## src/rtl/ddr5_cmd_issuer_pkg.sv

```systemverilog
// Shared types and default timing for the DDR5 command issuer.
// Timing values are in DRAM command-clock cycles.
package ddr5_cmd_issuer_pkg;

    typedef enum logic [1:0] {
        OP_READ   = 2'd0,
        OP_WRITE  = 2'd1,
        OP_IFETCH = 2'd2,
        OP_RSVD   = 2'd3
    } op_e;

    typedef enum logic [2:0] {
        CMD_ACT0 = 3'd0,
        CMD_ACT1 = 3'd1,
        CMD_RD0  = 3'd2,
        CMD_RD1  = 3'd3,
        CMD_WR0  = 3'd4,
        CMD_WR1  = 3'd5,
        CMD_PRE  = 3'd6,
        CMD_NOP  = 3'd7
    } cmd_e;

    typedef enum logic [3:0] {
        ST_IDLE     = 4'd0,
        ST_ACT0     = 4'd1,
        ST_ACT1     = 4'd2,
        ST_WAIT_RCD = 4'd3,
        ST_CAS0     = 4'd4,
        ST_CAS1     = 4'd5,
        ST_WAIT_PRE = 4'd6,
        ST_PRE      = 4'd7,
        ST_WAIT_RP  = 4'd8
    } state_e;

    // Field layout matches the address_mapping output.
    typedef struct packed {
        logic [2:0]  bg;
        logic [1:0]  bank;
        logic [15:0] row;
        logic [9:0]  col;
    } map_addr_t;

    localparam int unsigned DEF_T_RCD   = 32'd39;
    localparam int unsigned DEF_T_CL    = 32'd40;
    localparam int unsigned DEF_T_CWL   = 32'd38;
    localparam int unsigned DEF_T_BURST = 32'd8;
    localparam int unsigned DEF_T_WR    = 32'd30;
    localparam int unsigned DEF_T_RAS   = 32'd76;
    localparam int unsigned DEF_T_RP    = 32'd39;

    // Counter preload: a gap minus the cycles already spent in fixed states.
    function automatic logic [7:0] gap_load(input int unsigned cycles, input int unsigned overhead);
        if (cycles <= overhead) begin
            gap_load = 8'd0;
        end else if ((cycles - overhead) > 32'd255) begin
            gap_load = 8'hFF;
        end else begin
            gap_load = 8'(cycles - overhead);
        end
    endfunction

endpackage

```

## src/rtl/ddr5_cmd_issuer_if.sv

```systemverilog
// Request handshake and command bus between the request queue, the issuer
// and the trace/statistics logic.
interface ddr5_cmd_issuer_if;

    logic        req_valid;
    logic        req_ready;
    logic [1:0]  req_op;
    logic [2:0]  req_bg;
    logic [1:0]  req_bank;
    logic [15:0] req_row;
    logic [9:0]  req_col;

    logic        cmd_valid;
    logic [2:0]  cmd_code;
    logic [2:0]  cmd_bg;
    logic [1:0]  cmd_bank;
    logic [15:0] cmd_row;
    logic [9:0]  cmd_col;
    logic        done_valid;
    logic        busy;

    modport master (
        output req_valid, req_op, req_bg, req_bank, req_row, req_col,
        input  req_ready, cmd_valid, cmd_code, cmd_bg, cmd_bank, cmd_row, cmd_col,
        input  done_valid, busy
    );

    modport slave (
        input  req_valid, req_op, req_bg, req_bank, req_row, req_col,
        output req_ready, cmd_valid, cmd_code, cmd_bg, cmd_bank, cmd_row, cmd_col,
        output done_valid, busy
    );

endinterface

```

## src/rtl/ddr5_gap_counter.sv

```systemverilog
// Loadable 8-bit down-counter that saturates at zero and flags it.
module ddr5_gap_counter (
    input  logic       i_clock,
    input  logic       i_reset_n,
    input  logic       i_load,
    input  logic [7:0] i_load_val,
    output logic       o_zero
);

    logic [7:0] r_count;

    // Load has priority; otherwise count down and hold at zero.
    always_ff @(posedge i_clock) begin
        if (!i_reset_n) begin
            r_count <= 8'd0;
        end else if (i_load) begin
            r_count <= i_load_val;
        end else if (r_count != 8'd0) begin
            r_count <= r_count - 8'd1;
        end else begin
            r_count <= 8'd0;
        end
    end

    assign o_zero = (r_count == 8'd0);

endmodule

```

## src/rtl/ddr5_cmd_issuer.sv

```systemverilog
// Closed-page, in-order DDR5 command issuer: one request at a time is turned
// into ACT0/ACT1/CAS0/CAS1/PRE with timing gaps enforced by two counters.
module ddr5_cmd_issuer
    import ddr5_cmd_issuer_pkg::*;
#(
    parameter int unsigned T_RCD   = DEF_T_RCD,
    parameter int unsigned T_CL    = DEF_T_CL,
    parameter int unsigned T_CWL   = DEF_T_CWL,
    parameter int unsigned T_BURST = DEF_T_BURST,
    parameter int unsigned T_WR    = DEF_T_WR,
    parameter int unsigned T_RAS   = DEF_T_RAS,
    parameter int unsigned T_RP    = DEF_T_RP
) (
    input  logic               i_clock,
    input  logic               i_reset_n,
    ddr5_cmd_issuer_if.slave   io_bus
);

    // Preloads subtract the fixed one-cycle states that precede each exit.
    localparam logic [7:0] LD_RCD    = gap_load(T_RCD, 32'd3);
    localparam logic [7:0] LD_PRE_RD = gap_load(T_CL + T_BURST, 32'd3);
    localparam logic [7:0] LD_PRE_WR = gap_load(T_CWL + T_BURST + T_WR, 32'd3);
    localparam logic [7:0] LD_RP     = gap_load(T_RP, 32'd2);
    localparam logic [7:0] LD_RAS    = gap_load(T_RAS, 32'd1);

    state_e    r_state;
    op_e       r_op;
    map_addr_t r_addr;
    logic      r_cmd_valid;
    cmd_e      r_cmd_code;
    logic      r_done_valid;
    logic      r_busy;
    logic      r_req_ready;

    state_e    w_state_next;
    logic      w_xfer;
    logic      w_is_write;
    logic      w_gap_load;
    logic [7:0] w_gap_load_val;
    logic      w_gap_zero;
    logic      w_ras_zero;
    logic      w_cmd_valid;
    cmd_e      w_cmd_code;

    assign w_xfer     = io_bus.req_valid && r_req_ready;
    assign w_is_write = (r_op == OP_WRITE);

    ddr5_gap_counter u_gap_cnt (
        .i_clock    (i_clock),
        .i_reset_n  (i_reset_n),
        .i_load     (w_gap_load),
        .i_load_val (w_gap_load_val),
        .o_zero     (w_gap_zero)
    );

    // Loaded at acceptance so its value counts from the ACT0 cycle.
    ddr5_gap_counter u_ras_cnt (
        .i_clock    (i_clock),
        .i_reset_n  (i_reset_n),
        .i_load     (w_xfer),
        .i_load_val (LD_RAS),
        .o_zero     (w_ras_zero)
    );

    // State register.
    always_ff @(posedge i_clock) begin
        if (!i_reset_n) begin
            r_state <= ST_IDLE;
        end else begin
            r_state <= w_state_next;
        end
    end

    // Next-state logic.
    always_comb begin
        w_state_next = r_state;
        case (r_state)
            ST_IDLE:     w_state_next = w_xfer ? ST_ACT0 : ST_IDLE;
            ST_ACT0:     w_state_next = ST_ACT1;
            ST_ACT1:     w_state_next = ST_WAIT_RCD;
            ST_WAIT_RCD: w_state_next = w_gap_zero ? ST_CAS0 : ST_WAIT_RCD;
            ST_CAS0:     w_state_next = ST_CAS1;
            ST_CAS1:     w_state_next = ST_WAIT_PRE;
            ST_WAIT_PRE: w_state_next = (w_gap_zero && w_ras_zero) ? ST_PRE : ST_WAIT_PRE;
            ST_PRE:      w_state_next = ST_WAIT_RP;
            ST_WAIT_RP:  w_state_next = w_gap_zero ? ST_IDLE : ST_WAIT_RP;
            default:     w_state_next = ST_IDLE;
        endcase
    end

    // Gap counter preload on the cycle before each wait state.
    always_comb begin
        w_gap_load     = 1'b0;
        w_gap_load_val = 8'd0;
        case (r_state)
            ST_ACT1: begin
                w_gap_load     = 1'b1;
                w_gap_load_val = LD_RCD;
            end
            ST_CAS1: begin
                w_gap_load     = 1'b1;
                w_gap_load_val = w_is_write ? LD_PRE_WR : LD_PRE_RD;
            end
            ST_PRE: begin
                w_gap_load     = 1'b1;
                w_gap_load_val = LD_RP;
            end
            default: begin
                w_gap_load     = 1'b0;
                w_gap_load_val = 8'd0;
            end
        endcase
    end

    // Command decode of the upcoming state, registered below.
    always_comb begin
        w_cmd_valid = 1'b0;
        w_cmd_code  = CMD_NOP;
        case (w_state_next)
            ST_ACT0: begin
                w_cmd_valid = 1'b1;
                w_cmd_code  = CMD_ACT0;
            end
            ST_ACT1: begin
                w_cmd_valid = 1'b1;
                w_cmd_code  = CMD_ACT1;
            end
            ST_CAS0: begin
                w_cmd_valid = 1'b1;
                w_cmd_code  = w_is_write ? CMD_WR0 : CMD_RD0;
            end
            ST_CAS1: begin
                w_cmd_valid = 1'b1;
                w_cmd_code  = w_is_write ? CMD_WR1 : CMD_RD1;
            end
            ST_PRE: begin
                w_cmd_valid = 1'b1;
                w_cmd_code  = CMD_PRE;
            end
            default: begin
                w_cmd_valid = 1'b0;
                w_cmd_code  = CMD_NOP;
            end
        endcase
    end

    // Registered outputs.
    always_ff @(posedge i_clock) begin
        if (!i_reset_n) begin
            r_cmd_valid  <= 1'b0;
            r_cmd_code   <= CMD_NOP;
            r_done_valid <= 1'b0;
            r_busy       <= 1'b0;
            r_req_ready  <= 1'b0;
        end else begin
            r_cmd_valid  <= w_cmd_valid;
            r_cmd_code   <= w_cmd_code;
            r_done_valid <= (r_state == ST_WAIT_RP) && (w_state_next == ST_IDLE);
            r_busy       <= (w_state_next != ST_IDLE);
            r_req_ready  <= (w_state_next == ST_IDLE);
        end
    end

    // Holding registers, captured only on a transfer.
    always_ff @(posedge i_clock) begin
        if (!i_reset_n) begin
            r_op   <= OP_READ;
            r_addr <= '{bg: 3'd0, bank: 2'd0, row: 16'd0, col: 10'd0};
        end else if (w_xfer) begin
            r_op   <= op_e'(io_bus.req_op);
            r_addr <= '{bg: io_bus.req_bg, bank: io_bus.req_bank,
                        row: io_bus.req_row, col: io_bus.req_col};
        end else begin
            r_op   <= r_op;
            r_addr <= r_addr;
        end
    end

    assign io_bus.req_ready  = r_req_ready;
    assign io_bus.cmd_valid  = r_cmd_valid;
    assign io_bus.cmd_code   = r_cmd_code;
    assign io_bus.cmd_bg     = r_addr.bg;
    assign io_bus.cmd_bank   = r_addr.bank;
    assign io_bus.cmd_row    = r_addr.row;
    assign io_bus.cmd_col    = r_addr.col;
    assign io_bus.done_valid = r_done_valid;
    assign io_bus.busy       = r_busy;

endmodule

```

## src/flat_wrapper.sv

```systemverilog
// flat-port wrapper written by rule: the top's interface ports become plain ports
module ddr5_cmd_issuer_flat import ddr5_cmd_issuer_pkg::*;
#(
    parameter int unsigned T_RCD   = DEF_T_RCD,
    parameter int unsigned T_CL    = DEF_T_CL,
    parameter int unsigned T_CWL   = DEF_T_CWL,
    parameter int unsigned T_BURST = DEF_T_BURST,
    parameter int unsigned T_WR    = DEF_T_WR,
    parameter int unsigned T_RAS   = DEF_T_RAS,
    parameter int unsigned T_RP    = DEF_T_RP
)
  (i_clock, i_reset_n, io_bus_req_valid, io_bus_req_op, io_bus_req_bg, io_bus_req_bank, io_bus_req_row, io_bus_req_col, io_bus_req_ready, io_bus_cmd_valid, io_bus_cmd_code, io_bus_cmd_bg, io_bus_cmd_bank, io_bus_cmd_row, io_bus_cmd_col, io_bus_done_valid, io_bus_busy);
  ddr5_cmd_issuer_if io_bus_i ();
  input  logic i_clock;
  input  logic i_reset_n;
  input wire logic [$bits(io_bus_i.req_valid)-1:0] io_bus_req_valid;
  input wire logic [$bits(io_bus_i.req_op)-1:0] io_bus_req_op;
  input wire logic [$bits(io_bus_i.req_bg)-1:0] io_bus_req_bg;
  input wire logic [$bits(io_bus_i.req_bank)-1:0] io_bus_req_bank;
  input wire logic [$bits(io_bus_i.req_row)-1:0] io_bus_req_row;
  input wire logic [$bits(io_bus_i.req_col)-1:0] io_bus_req_col;
  output wire logic [$bits(io_bus_i.req_ready)-1:0] io_bus_req_ready;
  output wire logic [$bits(io_bus_i.cmd_valid)-1:0] io_bus_cmd_valid;
  output wire logic [$bits(io_bus_i.cmd_code)-1:0] io_bus_cmd_code;
  output wire logic [$bits(io_bus_i.cmd_bg)-1:0] io_bus_cmd_bg;
  output wire logic [$bits(io_bus_i.cmd_bank)-1:0] io_bus_cmd_bank;
  output wire logic [$bits(io_bus_i.cmd_row)-1:0] io_bus_cmd_row;
  output wire logic [$bits(io_bus_i.cmd_col)-1:0] io_bus_cmd_col;
  output wire logic [$bits(io_bus_i.done_valid)-1:0] io_bus_done_valid;
  output wire logic [$bits(io_bus_i.busy)-1:0] io_bus_busy;
  assign io_bus_i.req_valid = io_bus_req_valid;
  assign io_bus_i.req_op = io_bus_req_op;
  assign io_bus_i.req_bg = io_bus_req_bg;
  assign io_bus_i.req_bank = io_bus_req_bank;
  assign io_bus_i.req_row = io_bus_req_row;
  assign io_bus_i.req_col = io_bus_req_col;
  assign io_bus_req_ready = io_bus_i.req_ready;
  assign io_bus_cmd_valid = io_bus_i.cmd_valid;
  assign io_bus_cmd_code = io_bus_i.cmd_code;
  assign io_bus_cmd_bg = io_bus_i.cmd_bg;
  assign io_bus_cmd_bank = io_bus_i.cmd_bank;
  assign io_bus_cmd_row = io_bus_i.cmd_row;
  assign io_bus_cmd_col = io_bus_i.cmd_col;
  assign io_bus_done_valid = io_bus_i.done_valid;
  assign io_bus_busy = io_bus_i.busy;
  ddr5_cmd_issuer #(.T_RCD(T_RCD), .T_CL(T_CL), .T_CWL(T_CWL), .T_BURST(T_BURST), .T_WR(T_WR), .T_RAS(T_RAS), .T_RP(T_RP)) u_core (.i_clock(i_clock), .i_reset_n(i_reset_n), .io_bus(io_bus_i));
endmodule
```

## config.mk

```make
export PLATFORM = sky130hd
export DESIGN_NAME = ddr5_cmd_issuer_flat
export DESIGN_NICKNAME = d
export VERILOG_FILES = /design/src/rtl/ddr5_cmd_issuer_pkg.sv /design/src/rtl/ddr5_cmd_issuer_if.sv /design/src/rtl/ddr5_gap_counter.sv /design/src/rtl/ddr5_cmd_issuer.sv /design/src/flat_wrapper.sv
export SDC_FILE = /design/constraint.sdc
export NUM_CORES = 1
export LEC_CHECK = 0
export ABC_AREA = 1
export BUFFER_PORTS_ARGS = -buffer_cell sky130_fd_sc_hd__buf_2
export CAP_MARGIN = 20
export CORE_ASPECT_RATIO = 1.5
export CORE_MARGIN = 3
export CORE_UTILIZATION = 45
export CTS_BUF_LIST = sky130_fd_sc_hd__clkbuf_8
export DETAILED_ROUTE_END_ITERATION = 12
export PLACE_DENSITY = 0.75
export SYNTH_ARGS = -nofsm -noshare
export SYNTH_HDL_FRONTEND = slang
export SYNTH_SLANG_ARGS = --single-unit
```

## constraint.sdc

```tcl
create_clock -name i_clock -period 3.3 [get_ports i_clock]
set_input_delay 0.66 -clock i_clock [delete_from_list [all_inputs] [get_ports i_clock]]
set_output_delay 0.66 -clock i_clock [all_outputs]
set_load 0.05 [all_outputs]
```

==> results.ini <==
[pwr]
combPwrFrac=0.426
p_sw_frac=0.427
p_int_mw=1.76
pwr-share-clk=0.229
seq_power_share=0.345
power_mw=3.07
p_leak_nw=1.45
power_density_nw_per_um2=1010
power_switching_mw=1.31
peakVddDrop_mv=0.562

[clock_network]
cts_hold_buf=0
insertion_delay_ns=0.32
ctsResizeCount=0
clk_path_buf_depth=2
cts_root_buf=clkbuf_8
htreeDepth=3
clk_pin_slew_ns=0.06
cts_tree=built
cts.sinks=60
cts_setup_buffers=0
numCtsBuffers=9

[place]
io_buffers=73
dpl_cell_area_sq_um=2820
placed_cells=451
place_hpwl_um=3870
gp_congestion=0.891
pre_cts_ws_ns=1.30

[synthesis]
netlist_instances=320
synth_edf_count=0
synth_simple_gate_area_share=0.262
synth_fa_ha_area_frac=0.0156
yosysWarnings=0
synth_top_family_by_area=simple AND/OR/NAND/NOR gates
ys.flop_type=dfxtp_1
synth_area_per_cell_sq_um=7.53
syn_area_sq_um=2410
yosysMostFrequentCell=nor2_1
ys_seq_area_frac=0.499
syn_nets=359
yosys.area.top_type=dfxtp_1
yosysTopAreaCellShare=0.499
ys_ff_latch=60
synth_mux_area_frac=0
synthXorXnorAreaFrac=0.0255
async_flop_share=0
yosys-top-cells-area=dfxtp_1, nor2_1, o21ai_0
synth_compound_area_frac=0.130
synth_cell_types=30
ys_top_cells_by_count=nor2_1, dfxtp_1, o21ai_0

[floorplan]
io_pins=74
core-area_sq_um=5160
fp.dieW_um=65.7
chipHeight_um=95.6
num_rows=32
dieArea_sq_um=6280
initial_utilization=0.466

[detailed_routing]
drc=0
wl_met3_um=272
wl_met1_um=2090
viasPerCell=4.80
vias=2243
postRouteAntennaNets=0
wl_met2_um=2830
dr.pass1.iters=4
highest_layer=met4
drt_iter0_markers=73
routed_wl_um=5340
wl_per_cell_um=11.4

[worst_setup_path]
required_ns=3.54
path_class=input port to flop
r2r-start=u_core.u_gap_cnt.r_count[0]$_SDFF_PN0_
r2r_slack_ns=1.74
end_kind=flop
cp-startpoint=io_bus_req_valid
cp.arrival_ns=1.87
crit_fanout=33
crit_path_start_kind=input port

[global_route]
grt_max_degree=47
grt_pass1_wl_um=9000
antenna_found_initial=0
track_usage=0.185
grt-ovfl-total=0
grt_pass1_vias=2222

[timing]
fin_hold_ws_ns=0.446
period_share=0.494
worstMarginPinSlew_ns=0.966
fmax_ghz=0.614
fin_worst_skew_ns=0.00335
slew_viol_final=0
setup_viol=0
min_period_ns=1.63
timing.final.ws_setup_ns=1.67
hold_viol_final=0
rsz0062_at_grt=no
slew_headroom=0.356
timing.setup.tns_ns=0

[finish]
finalNetCount=433
layout.cells.non_filler=467
register_area_sq_um=1200
drive_gt1_frac=0.276
fillCellCount=505
utilization=0.588
fin_area_sq_um=3040
diodes=0
area.growth.synth_to_final_pct=26.1
multi_input_area_sq_um=1040

[flow_run]
maxCapViolCount=0

[min_path]
hp-start=u_core.u_gap_cnt.r_count[0]$_SDFF_PN0_
worst_hold_path_type=flop to flop

[outcome]
status=complete, no violations

==> cell usage in the layout (no fill, tap or decap), types with 2 or more instances in the layout <==
cell and n:
a21oi_1 9, buf_2 73, bufinv_16 2, clkbuf_8 10
clkinv_2 3, dfxtp_1 60, ha_1 3, inv_1 23
inv_2 8, nand2_1 27, nand2_2 3, nand3_1 9
nand4_1 3, nor2_1 90, nor2_2 4, nor3_1 6
o21ai_0 40, o21ai_1 5, or2_2 2, xnor2_1 2
xor2_1 5
==> critical path: stages <==
cell and delay (ns):
buf_2 0.07, nand2_1 0.07, inv_1 0.71, nand2_1 0.21
o21ai_0 0.15
==> state kept, by name (all words and copies together), names as in the netlist, 2 cells and up <==
register and cells:
u_core.io_bus.cmd_row 16, u_core.io_bus.cmd_col 10, u_core.u_gap_cnt.r_count 8, u_core.u_ras_cnt.r_count 8
u_core.r_state 4, u_core.io_bus.cmd_bg 3, u_core.io_bus.cmd_code 3, u_core.io_bus.cmd_bank 2
u_core.r_op 2
==> power groups by stage <==
stage	clock, mW	combinational (mW)	sequential [mW]
final	0.705	1.31	1.06
after global routing	0.757	1.47	1.09
after global placement	0	1.29	1.07
after CTS	0.724	1.32	1.06
after floorplan	0	0.672	1.44
after detailed placement	0	1.31	1.07
==> path summary, 6_finish.rpt <==
path	cells past startpoint	to
setup / recovery	5	u_core.u_ras_cnt.r_count[0]$_SDFF_PN0_
hold / removal	1	u_core.u_gap_cnt.r_count[0]$_SDFF_PN0_
setup reg to reg	8	u_core.io_bus.done_valid$_SDFF_PN0_
hold reg to reg	1	u_core.u_gap_cnt.r_count[0]$_SDFF_PN0_
==> kinds of logic after synthesis <==
kind of cell | Yosys count
buffers and inverters | 42
adder cells (fa/ha/maj) | 3
XOR/XNOR | 7
flip-flops | 60
AND/OR/NAND/NOR | 149
AO/OA/AOI/OAI | 59
==> per-layer routing <==
metal | vias up | global-route usage
li1 | 1166 | -
met1 | 994 | 0.185
met2 | 69 | 0.330
met3 | 14 | 0.0389
met4 | 0 | 0.137
met5 | - | 0
==> final cells by class <==
type,instances,share of cell area
Clock buffer,10,0.0453
Multi-Input combinational cell,218,0.344
Timing Repair Buffer,74,0.123
Sequential cell,60,0.396
Inverter,31,0.0383
Clock inverter,6,0.0260
Tap cell,68,0.0280
No activity file was read; power rests on OpenSTA's default activity.
